## config.mk

```make
export PLATFORM = sky130hd
export DESIGN_NAME = aes_round_ctrl_flat
export DESIGN_NICKNAME = d
export VERILOG_FILES = /design/src/rtl/aes_round_ctrl_if.sv /design/src/rtl/aes_round_ctrl.sv /design/src/flat_wrapper.sv
export SDC_FILE = /design/constraint.sdc
export NUM_CORES = 1
export LEC_CHECK = 0
export ABC_AREA = 1
export BUFFER_PORTS_ARGS = -buffer_cell sky130_fd_sc_hd__buf_2
export CAP_MARGIN = 20
export CORE_AREA = 2 2 407 409
export CTS_CLUSTER_DIAMETER = 40
export DETAILED_ROUTE_END_ITERATION = 10
export DIE_AREA = 0 0 409 411
export PLACE_DENSITY = 0.4
export SETUP_SLACK_MARGIN = 0.05
export SLEW_MARGIN = 20
export SYNTH_ARGS = -nofsm -noshare
export SYNTH_HDL_FRONTEND = slang
export SYNTH_SLANG_ARGS = --single-unit
```

## constraint.sdc

```tcl
create_clock -name clk -period 2.45 [get_ports clk]
set_input_delay 0.245 -clock clk [delete_from_list [all_inputs] [get_ports clk]]
set_output_delay 0.245 -clock clk [all_outputs]
set_load 0.05 [all_outputs]
```

## src/rtl/aes_round_ctrl_if.sv

```systemverilog
// Host-side bundle for the AES round controller: plaintext/key in, ciphertext out.
// Latency: none (wires only).
// Backpressure: valid/ready on both directions; master drives in_* and out_ready.
interface aes_round_ctrl_if;
    logic         in_valid;
    logic         in_ready;
    logic [127:0] in_block;
    logic [127:0] in_key;
    logic         out_valid;
    logic         out_ready;
    logic [127:0] out_block;

    modport master (
        output in_valid, in_block, in_key, out_ready,
        input  in_ready, out_valid, out_block
    );

    modport slave (
        input  in_valid, in_block, in_key, out_ready,
        output in_ready, out_valid, out_block
    );
endinterface

```

## src/rtl/aes_round_ctrl.sv

```systemverilog
// AES-128 round sequencer: owns state/key registers, round counter and Rcon; optional abort via AES_CTRL_ABORT_EN.
// Latency: out_valid rises NR+1 cycles after the accepting cycle; next accept NR+2 cycles after the previous one.
// Backpressure: in_ready only in IDLE; ciphertext held stable in DONE until out_ready.
module aes_round_ctrl #(
    parameter int NR    = 10,
    parameter int CNT_W = 4
) (
    input  logic             clk,
    input  logic             rst_n,
    aes_round_ctrl_if.slave  host,
    output logic [127:0]     rnd_block_o,
    output logic [127:0]     rnd_key_o,
    output logic             rnd_final_o,
    input  logic [127:0]     rnd_result_i,
    output logic [127:0]     kexp_key_o,
    output logic [7:0]       kexp_rcon_o,
    input  logic [127:0]     kexp_next_i,
`ifdef AES_CTRL_ABORT_EN
    input  logic             abort,
`endif
    output logic             busy
);

    typedef enum logic [1:0] {
        IDLE  = 2'd0,
        ROUND = 2'd1,
        DONE  = 2'd2
    } state_t;

    state_t             state;
    state_t             state_nxt;
    logic [127:0]       state_reg;
    logic [127:0]       key_reg;
    logic [CNT_W-1:0]   rnd_cnt;
    logic [7:0]         rcon_reg;

    logic               load;
    logic               step;
    logic               clr;
    logic               last;

    // Multiply by x in GF(2^8): next Rcon byte
    function automatic logic [7:0] xtime(input logic [7:0] b);
        return {b[6:0], 1'b0} ^ (b[7] ? 8'h1b : 8'h00);
    endfunction

    assign last = (rnd_cnt == CNT_W'(NR));

    // FSM state register
    always_ff @(posedge clk or negedge rst_n) begin
        if (!rst_n) begin
            state <= IDLE;
        end else begin
            state <= state_nxt;
        end
    end

    // Next-state decode and register-update strobes
    always_comb begin
        state_nxt = state;
        load      = 1'b0;
        step      = 1'b0;
        clr       = 1'b0;
        case (state)
            IDLE: begin
                if (host.in_valid) begin
                    load      = 1'b1;
                    state_nxt = ROUND;
                end
            end
            ROUND: begin
                step = 1'b1;
                if (last) begin
                    state_nxt = DONE;
                end
            end
            DONE: begin
                if (host.out_ready) begin
                    state_nxt = IDLE;
                end
            end
            default: begin
                state_nxt = IDLE;
            end
        endcase
`ifdef AES_CTRL_ABORT_EN
        // Abort wins over round progress and over out_ready; IDLE ignores it
        if (abort && (state != IDLE)) begin
            state_nxt = IDLE;
            step      = 1'b0;
            clr       = 1'b1;
        end
`endif
    end

    // Datapath registers: load on accept, advance one round per ROUND cycle
    always_ff @(posedge clk or negedge rst_n) begin
        if (!rst_n) begin
            state_reg <= '0;
            key_reg   <= '0;
            rnd_cnt   <= '0;
            rcon_reg  <= 8'h01;
        end else if (load) begin
            state_reg <= host.in_block ^ host.in_key;
            key_reg   <= host.in_key;
            rnd_cnt   <= CNT_W'(1);
            rcon_reg  <= 8'h01;
        end else if (clr) begin
            state_reg <= '0;
            rnd_cnt   <= '0;
        end else if (step) begin
            state_reg <= rnd_result_i;
            key_reg   <= kexp_next_i;
            rnd_cnt   <= rnd_cnt + CNT_W'(1);
            rcon_reg  <= xtime(rcon_reg);
        end
    end

    // Handshake flags depend on state only, so no in_valid -> in_ready path exists
    assign host.in_ready  = (state == IDLE);
    assign host.out_valid = (state == DONE);
    assign host.out_block = state_reg;
    assign busy           = (state == ROUND);

    assign rnd_block_o    = state_reg;
    assign rnd_key_o      = kexp_next_i;
    assign rnd_final_o    = (state == ROUND) && last;
    assign kexp_key_o     = key_reg;
    assign kexp_rcon_o    = rcon_reg;

endmodule

```

## src/flat_wrapper.sv

```systemverilog
// flat-port wrapper written by rule: the top's interface ports become plain ports
module aes_round_ctrl_flat 
#(
    parameter int NR    = 10,
    parameter int CNT_W = 4
)
  (clk, rst_n, rnd_block_o, rnd_key_o, rnd_final_o, rnd_result_i, kexp_key_o, kexp_rcon_o, kexp_next_i, busy, host_in_valid, host_in_block, host_in_key, host_out_ready, host_in_ready, host_out_valid, host_out_block);
  aes_round_ctrl_if host_i ();
  input  logic clk;
  input  logic rst_n;
  output logic [127:0] rnd_block_o;
  output logic [127:0] rnd_key_o;
  output logic rnd_final_o;
  input  logic [127:0] rnd_result_i;
  output logic [127:0] kexp_key_o;
  output logic [7:0] kexp_rcon_o;
  input  logic [127:0] kexp_next_i;
  output logic busy;
  input wire logic [$bits(host_i.in_valid)-1:0] host_in_valid;
  input wire logic [$bits(host_i.in_block)-1:0] host_in_block;
  input wire logic [$bits(host_i.in_key)-1:0] host_in_key;
  input wire logic [$bits(host_i.out_ready)-1:0] host_out_ready;
  output wire logic [$bits(host_i.in_ready)-1:0] host_in_ready;
  output wire logic [$bits(host_i.out_valid)-1:0] host_out_valid;
  output wire logic [$bits(host_i.out_block)-1:0] host_out_block;
  assign host_i.in_valid = host_in_valid;
  assign host_i.in_block = host_in_block;
  assign host_i.in_key = host_in_key;
  assign host_i.out_ready = host_out_ready;
  assign host_in_ready = host_i.in_ready;
  assign host_out_valid = host_i.out_valid;
  assign host_out_block = host_i.out_block;
  aes_round_ctrl #(.NR(NR), .CNT_W(CNT_W)) u_core (.clk(clk), .rst_n(rst_n), .host(host_i), .rnd_block_o(rnd_block_o), .rnd_key_o(rnd_key_o), .rnd_final_o(rnd_final_o), .rnd_result_i(rnd_result_i), .kexp_key_o(kexp_key_o), .kexp_rcon_o(kexp_rcon_o), .kexp_next_i(kexp_next_i), .busy(busy));
endmodule
```

==> flow_metrics.env, run 1 <==
export IMPL_criticalPathCategory="in -> reg"
export IMPL_synthTopCellsByCount="nand2_1, dfrtp_1, inv_1"
export IMPL_slew_viol_final=0
export IMPL_drv_cap=0
export IMPL_grt_setup_unrepaired="no"
export IMPL_timing_fmax_ghz=0.4329
export IMPL_coreArea_sq_um=163900
export IMPL_vias=21060
export IMPL_layout_drive_gt1_share=0.3087
export IMPL_ys_seq_area_frac=0.4016
export IMPL_synth_most_common_cell="nand2_1"
export IMPL_peakVddDrop_v=0.0009319
export IMPL_synthesis_area_sq_um=16830
export IMPL_leakagePower_nw=17.35
export IMPL_drt_iter0_drc=1275
export IMPL_reg2reg_slack_ps=170
export IMPL_yosys_most_used_dff="dfrtp_1"
export IMPL_htreeDepth=3
export IMPL_grt_overflow_total=0
export IMPL_cts_sinks=270
export IMPL_dr_pass1_iters=5
export IMPL_gp_congestion=0.9234
export IMPL_yosysWarnings=0
export IMPL_path_clk_slew_ps=40
export IMPL_cts_root_buf="clkbuf_16"
export IMPL_synth_enable_flop_cells=0
export IMPL_area_growth_pct=87.13
export IMPL_grt_pass1_wl_mm=132.3
export IMPL_fin_crit_sh=0.9428
export IMPL_ios=1040
export IMPL_drtAntennaViolNets=0
export IMPL_ys_ff_latch=270
export IMPL_die_w_microns=409
export IMPL_holdCritPathClass="in -> reg"
export IMPL_netlist_top_cells_area="dfrtp_1, nand2_1, buf_4"
export IMPL_cp_data_arrival_time_ps=2820
export IMPL_synth_top_cell_area_share=0.4000
export IMPL_die_area_sq_um=168100
export IMPL_finalClockSkew_ps=29.19
export IMPL_worst_ep_required_time_ps=2960
export IMPL_drc=0
export IMPL_cts_buffer_depth=3
export IMPL_synthesis_nets=3124
export IMPL_worst_slew_pin_slew_ps=700.9
export IMPL_grt_pass1_vias=20970
export IMPL_antenna_found_initial=13
export IMPL_numCtsBuffers=75
export IMPL_final_hold_viol_count=0
export IMPL_grt_start_max_net_pins=79
export IMPL_clk_latency_ps=640
export IMPL_synth_cell_types=19
export IMPL_slew_headroom=0.5327
export IMPL_critPathMaxFanout=2
export IMPL_io_buffers=1039
export IMPL_async_flop_share=1.000
export IMPL_syn_avg_cell_area_sq_um=6.457
export IMPL_instances_no_fill=6247
export IMPL_dieHeight_microns=411
export IMPL_cts_tree="built"
export IMPL_grt_usage=0.1053
export IMPL_initial_core_util=0.1027
export IMPL_status="finished clean"
export IMPL_yosys_area_top_type="dfrtp_1"
export IMPL_power_density_nw_per_um2=1416
export IMPL_synth_cells=2606
export IMPL_period_needed_ps=2310
export IMPL_nNetsFinal=4508
export IMPL_setup_viol=0
export IMPL_wire_per_inst_microns=14.96
export IMPL_cp_start_kind="input port"
export IMPL_dpl_hpwl_mm=70.28
export IMPL_end_kind="flop"
export IMPL_viasPerCell=3.371
export IMPL_placementRows=149
export IMPL_dp_cells=5549
export IMPL_setup_tns_ps=0
export IMPL_final_core_util=0.1922
export IMPL_drt_wl_total_mm=93.44
## layer usage
layer  vias to the layer above  share of wire  global-route usage
li1                      10230              -                   -
met1                      9821           0.40              0.1233
met2                       833           0.48              0.1760
met3                       171          0.080             0.02955
met4                         4          0.044             0.05179
met5                         -        0.00033                   0
## worst paths after layout
| path | from | to | cells after the start |
|---|---|---|---|
| worst min register to register | u_core.rnd_cnt[2] | u_core.rnd_cnt[2] | 2 |
| worst max register to register | u_core.state[0] | u_core.host.out_block[14] | 10 |
| min in group asynchronous | rst_n | u_core.kexp_key_o[49] | 2 |
| max in group asynchronous | rst_n | u_core.kexp_key_o[21] | 3 |
| worst min-delay path | rnd_result_i[62] | u_core.host.out_block[62] | 5 |
| worst max-delay path | host_in_block[66] | u_core.host.out_block[66] | 10 |
## cell type report
cell class              count  area [sq um]
multi-input cells        1716          6695
flip-flops and latches    270          6759
clock inverters            41         605.6
well taps                2189          2739
repair buffers           1664         11570
fillers                 18570        132400
diodes                      5         12.51
clock buffers              99          2108
inverters                 263         994.7
## where the power goes
group          total (W)  internal [W]  switching (W)
Clock             0.0107       0.00732        0.00338
Sequential       0.00873       0.00658        0.00215
Combinational     0.0252       0.00684         0.0183
Total             0.0446        0.0207         0.0238
## kinds of logic (layout without fill, tap and decap cells)
| group | after synthesis | in the layout | synth area share |
|---|---|---|---|
| compound gates | 6 | 6 | 0.002008 |
| xor+xnor | 3 | 3 | 0.001562 |
| fa+ha+maj | 2 | 2 | 0.001487 |
| buf+inv | 620 | 2067 | 0.2023 |
| flops | 270 | 270 | 0.4016 |
| other cells | 0 | 5 | 0 |
| simple gates | 1705 | 1705 | 0.3910 |
## cell usage in the layout, fill, tap and decap left out
cell	count
buf_6	5
nor2_4	2
clkbuf_16	77
clkinv_2	15
inv_16	2
buf_12	19
clkinv_16	1
nand2_8	1
clkbuf_8	12
dfrtp_1	268
dfstp_2	1
nand3_1	134
inv_6	4
buf_8	1
o22ai_1	1
nand2_1	1566
buf_2	1036
buf_4	52
clkbuf_1	11
inv_8	1
xnor2_1	3
inv_1	262
bufinv_16	12
nor2_1	2
clkinvlp_4	3
dfrtp_2	1
o21ai_0	4
ha_1	2
dlygate4sd3_1	549
o21bai_4	1
clkinv_8	1
clkinv_4	3
buf_16	1
diode_2	5
## worst max-delay path, cell delays in order
cell and delay [ps]:
dlygate4sd3_1 550, buf_2 120, nand2_1 40, dlygate4sd3_1 550, nand2_1 70, dlygate4sd3_1 550
nand2_1 60, nand2_1 60, dlygate4sd3_1 540, nand2_1 50
## metrics by stage
| stage | hold slack [ps] | setup slack, ps | cell area [sq um] | power (W) |
|---|---|---|---|---|
| after floorplan | -50.59 | 662.3 | 16830 | 0.02553 |
| after global placement | 297.0 | 606.2 | 23180 | 0.03126 |
| after detailed placement | 292.7 | 578.9 | 23180 | 0.03125 |
| after CTS | 4.254 | 60.60 | 31400 | 0.04493 |
| after global routing | 81.23 | 51.17 | 31490 | 0.04681 |
| final | 42.77 | 140.0 | 31490 | 0.04459 |
## timing repair
action | in CTS | in global routing
hold buffers | 549 | 0
pin swaps | 1 | 0
buffers inserted | 1 | 2
endpoints found under the setup margin | 2 | 75
gates resized for setup | 2 | 8
cloned | 0 | 1
hold endpoints to repair | 292 | 0
No activity file was read; power rests on OpenSTA's default activity.
==> run 2: changes to the inputs <==
--- a/config.mk
+++ b/config.mk
@@ -8,11 +8,13 @@
 export ABC_AREA = 1
 export BUFFER_PORTS_ARGS = -buffer_cell sky130_fd_sc_hd__buf_2
 export CAP_MARGIN = 20
-export CORE_AREA = 2 2 407 409
+export CELL_PAD_IN_SITES_DETAIL_PLACEMENT = 1
+export CELL_PAD_IN_SITES_GLOBAL_PLACEMENT = 2
+export CORE_AREA = 2 2 401 403
 export CTS_CLUSTER_DIAMETER = 40
 export DETAILED_ROUTE_END_ITERATION = 10
-export DIE_AREA = 0 0 409 411
-export PLACE_DENSITY = 0.4
+export DIE_AREA = 0 0 403 405
+export PLACE_DENSITY = 0.59
 export SETUP_SLACK_MARGIN = 0.05
 export SLEW_MARGIN = 20
 export SYNTH_ARGS = -nofsm -noshare
==> run 2 against run 1 <==
Via count rose by 0.23%. Final area fell by 1.2%. Maximum frequency fell by 0.33%. Wire length rose by 11%. Global-route usage rose by 1.5 points. Cell count fell by 2.0%.
==> flow_metrics.env, run 2 (synthesis results as in run 1) <==
export IMPL_coreArea_sq_um=159300
export IMPL_worst_ep_required_time_ps=2970
export IMPL_period_needed_ps=2318
export IMPL_path_clk_slew_ps=50
export IMPL_path_cells="dlygate4sd3_1 -> buf_2 -> nand2_1 -> dlygate4sd3_1 -> nand2_1 -> dlygate4sd3_1 -> nand2_1 -> nand2_1 -> dlygate4sd3_1 -> nand2_1"
export IMPL_layout_drive_gt1_share=0.3072
export IMPL_critPathMaxFanout=2
export IMPL_drv_cap=0
export IMPL_worst_slew_pin_slew_ps=630.8
export IMPL_antenna_found_initial=14
export IMPL_dr_pass1_iters=4
export IMPL_dpl_hpwl_mm=76.95
export IMPL_critPathMostFrequentCell="nand2_1"
export IMPL_drt_iter0_drc=850
export IMPL_setup_tns_ps=0
export IMPL_pre_cts_ws_ps=516.8
export IMPL_comb_power_share=0.560
export IMPL_cts_root_buf="clkbuf_16"
export IMPL_status="finished clean"
export IMPL_die_w_microns=403
export IMPL_n_fill_cell=19740
export IMPL_htreeDepth=3
export IMPL_cp_start_kind="input port"
export IMPL_criticalPathCategory="in -> reg"
export IMPL_drc=0
export IMPL_placementRows=147
export IMPL_cts_tree="built"
export IMPL_grt_pass1_wl_mm=146.1
export IMPL_critPathMaxStageDelay_ps=550
export IMPL_pwr_share_clk=0.242
export IMPL_final_cell_mix="nand2_1, buf_2, dlygate4sd3_1, dfrtp_1, inv_1"
export IMPL_ios=1040
export IMPL_switching_power_w=0.02420
export IMPL_grt_setup_unrepaired="yes"
export IMPL_clk_latency_ps=630
export IMPL_holdCritPathClass="in -> reg"
export IMPL_r2r_start="u_core.state[0]"
export IMPL_final_hold_viol_count=0
export IMPL_grt_pass1_vias=22530
export IMPL_power_frac_seq=0.197
export IMPL_p_int_w=0.02075
export IMPL_whs_path_depth=6
export IMPL_io_buffers=1039
export IMPL_slew_headroom=0.5794
export IMPL_timing_rr_end="u_core.host.out_block[30]"
export IMPL_cts_sinks=270
export IMPL_crit_slowest_cell="dlygate4sd3_1"
export IMPL_min_delay_start="host_in_block[10]"
export IMPL_grt_start_max_net_pins=72
export IMPL_leakagePower_nw=17.22
export IMPL_multiInputGateArea_sq_um=6690
export IMPL_placed_area_sq_um=22870
export IMPL_drt_wl_total_mm=103.6
export IMPL_peakVddDrop_v=0.0007340
export IMPL_gp_congestion=0.8646
export IMPL_r2r_cells=7
export IMPL_finalClockSkew_ps=19.38
export IMPL_final_common_cell="nand2_1"
export IMPL_wire_per_inst_microns=16.94
export IMPL_seq_area_sq_um=6758
export IMPL_power_density_nw_per_um2=1444
export IMPL_fin_crit_sh=0.9459
export IMPL_dieHeight_microns=405
export IMPL_viasPerCell=3.449
export IMPL_end_kind="flop"
export IMPL_die_area_sq_um=163200
export IMPL_vias=21110
export IMPL_grt_usage=0.1207
export IMPL_setup_viol=0
export IMPL_reg2reg_slack_ps=160
export IMPL_drtAntennaViolNets=0
export IMPL_area_growth_pct=84.91
export IMPL_timing_fmax_ghz=0.4315
export IMPL_nNetsFinal=4480
export IMPL_numCtsBuffers=80
export IMPL_fin_ws_ps=132.5
export IMPL_slew_viol_final=0
export IMPL_cp_data_arrival_time_ps=2830
export IMPL_final_cell_area_sq_um=31120
export IMPL_initial_core_util=0.1056
export IMPL_cts_buffer_depth=3
export IMPL_p_sw_frac=0.5384
export IMPL_hold_path_end="u_core.host.out_block[10]"
export IMPL_grt_overflow_total=0
## run 2: cell count changes in the layout (fill, tap and decap cells not counted), moves of 5 or more
cell | previous run | this run
buf_12 | 19 | 13
diode_2 | 5 | 10
clkbuf_8 | 12 | 18
dlygate4sd3_1 | 549 | 531
buf_4 | 52 | 42
clkinv_2 | 15 | 10
clkbuf_16 | 77 | 85
## run 2: metrics by stage
stage / hold slack [ps] / instances / util / power [W]
6_report: 60.12 / 6120 / 0.1954 / 0.04495
3_5_place_dp: 246.6 / 5428 / 0.1436 / 0.03150
2_1_floorplan: -50.59 / 2606 / - / 0.02553
3_3_place_gp: 249.7 / 5428 / 0.1436 / 0.03138
5_1_grt: 26.59 / 6116 / 0.1953 / 0.04728
4_1_cts: 0.07033 / 6103 / 0.1943 / 0.04508
## run 2: metal layers
layer	GRT usage	routed length, microns	share of wire
met5	0	24	0.00023
met4	0.04646	3585	0.035
met3	0.03308	6279	0.061
met2	0.2023	49820	0.48
met1	0.1462	43940	0.42
## run 2: area by class of cell
type	count	area share
Clock inverter	31	0.01407
Multi-Input combinational cell	1716	0.2150
Timing Repair Buffer	1631	0.3621
Antenna cell	10	0.0008042
Clock buffer	113	0.07479
Sequential cell	270	0.2172
Inverter	263	0.03213
Tap cell	2086	0.08388
## run 2: worst max path at each step
stage          slack (ps)                         end                from  cells after the start
5_1_grt                30      u_core.kexp_key_o[102]     u_core.state[0]                      8
3_5_place_dp          520   u_core.host.out_block[17]     u_core.state[0]                      8
6_report              130  u_core.host.out_block[112]  host_in_block[112]                     10
2_1_floorplan         660                 rnd_final_o     u_core.state[1]                      4
4_1_cts                60                        busy     u_core.state[0]                      4
3_3_place_gp          570  u_core.host.out_block[104]     u_core.state[0]                      8
## run 2: worst max-delay path, delay by kind of cell
kind	cells	cell delay [ps]
buffers and inverters	5	2300
AND/OR/NAND/NOR	5	300
## run 2: power by group through the flow
stage | registers (W) | logic, W | clock network, W
floorplan | 0.0152 | 0.0103 | 0
CTS | 0.00890 | 0.0250 | 0.0112
finish | 0.00887 | 0.0252 | 0.0109
detailed placement | 0.00891 | 0.0226 | 0
global route | 0.00910 | 0.0267 | 0.0115
global placement | 0.00890 | 0.0225 | 0
## run 2: timing repair
| item | CTS | global route |
|---|---|---|
| hold endpoints to repair | 387 | 0 |
| pin swaps | 0 | 0 |
| hold buffers | 531 | 0 |
| cloned | 0 | 4 |
| gates resized for setup | 2 | 6 |
| setup endpoints to repair | 2 | 48 |
| setup buffers | 0 | 3 |
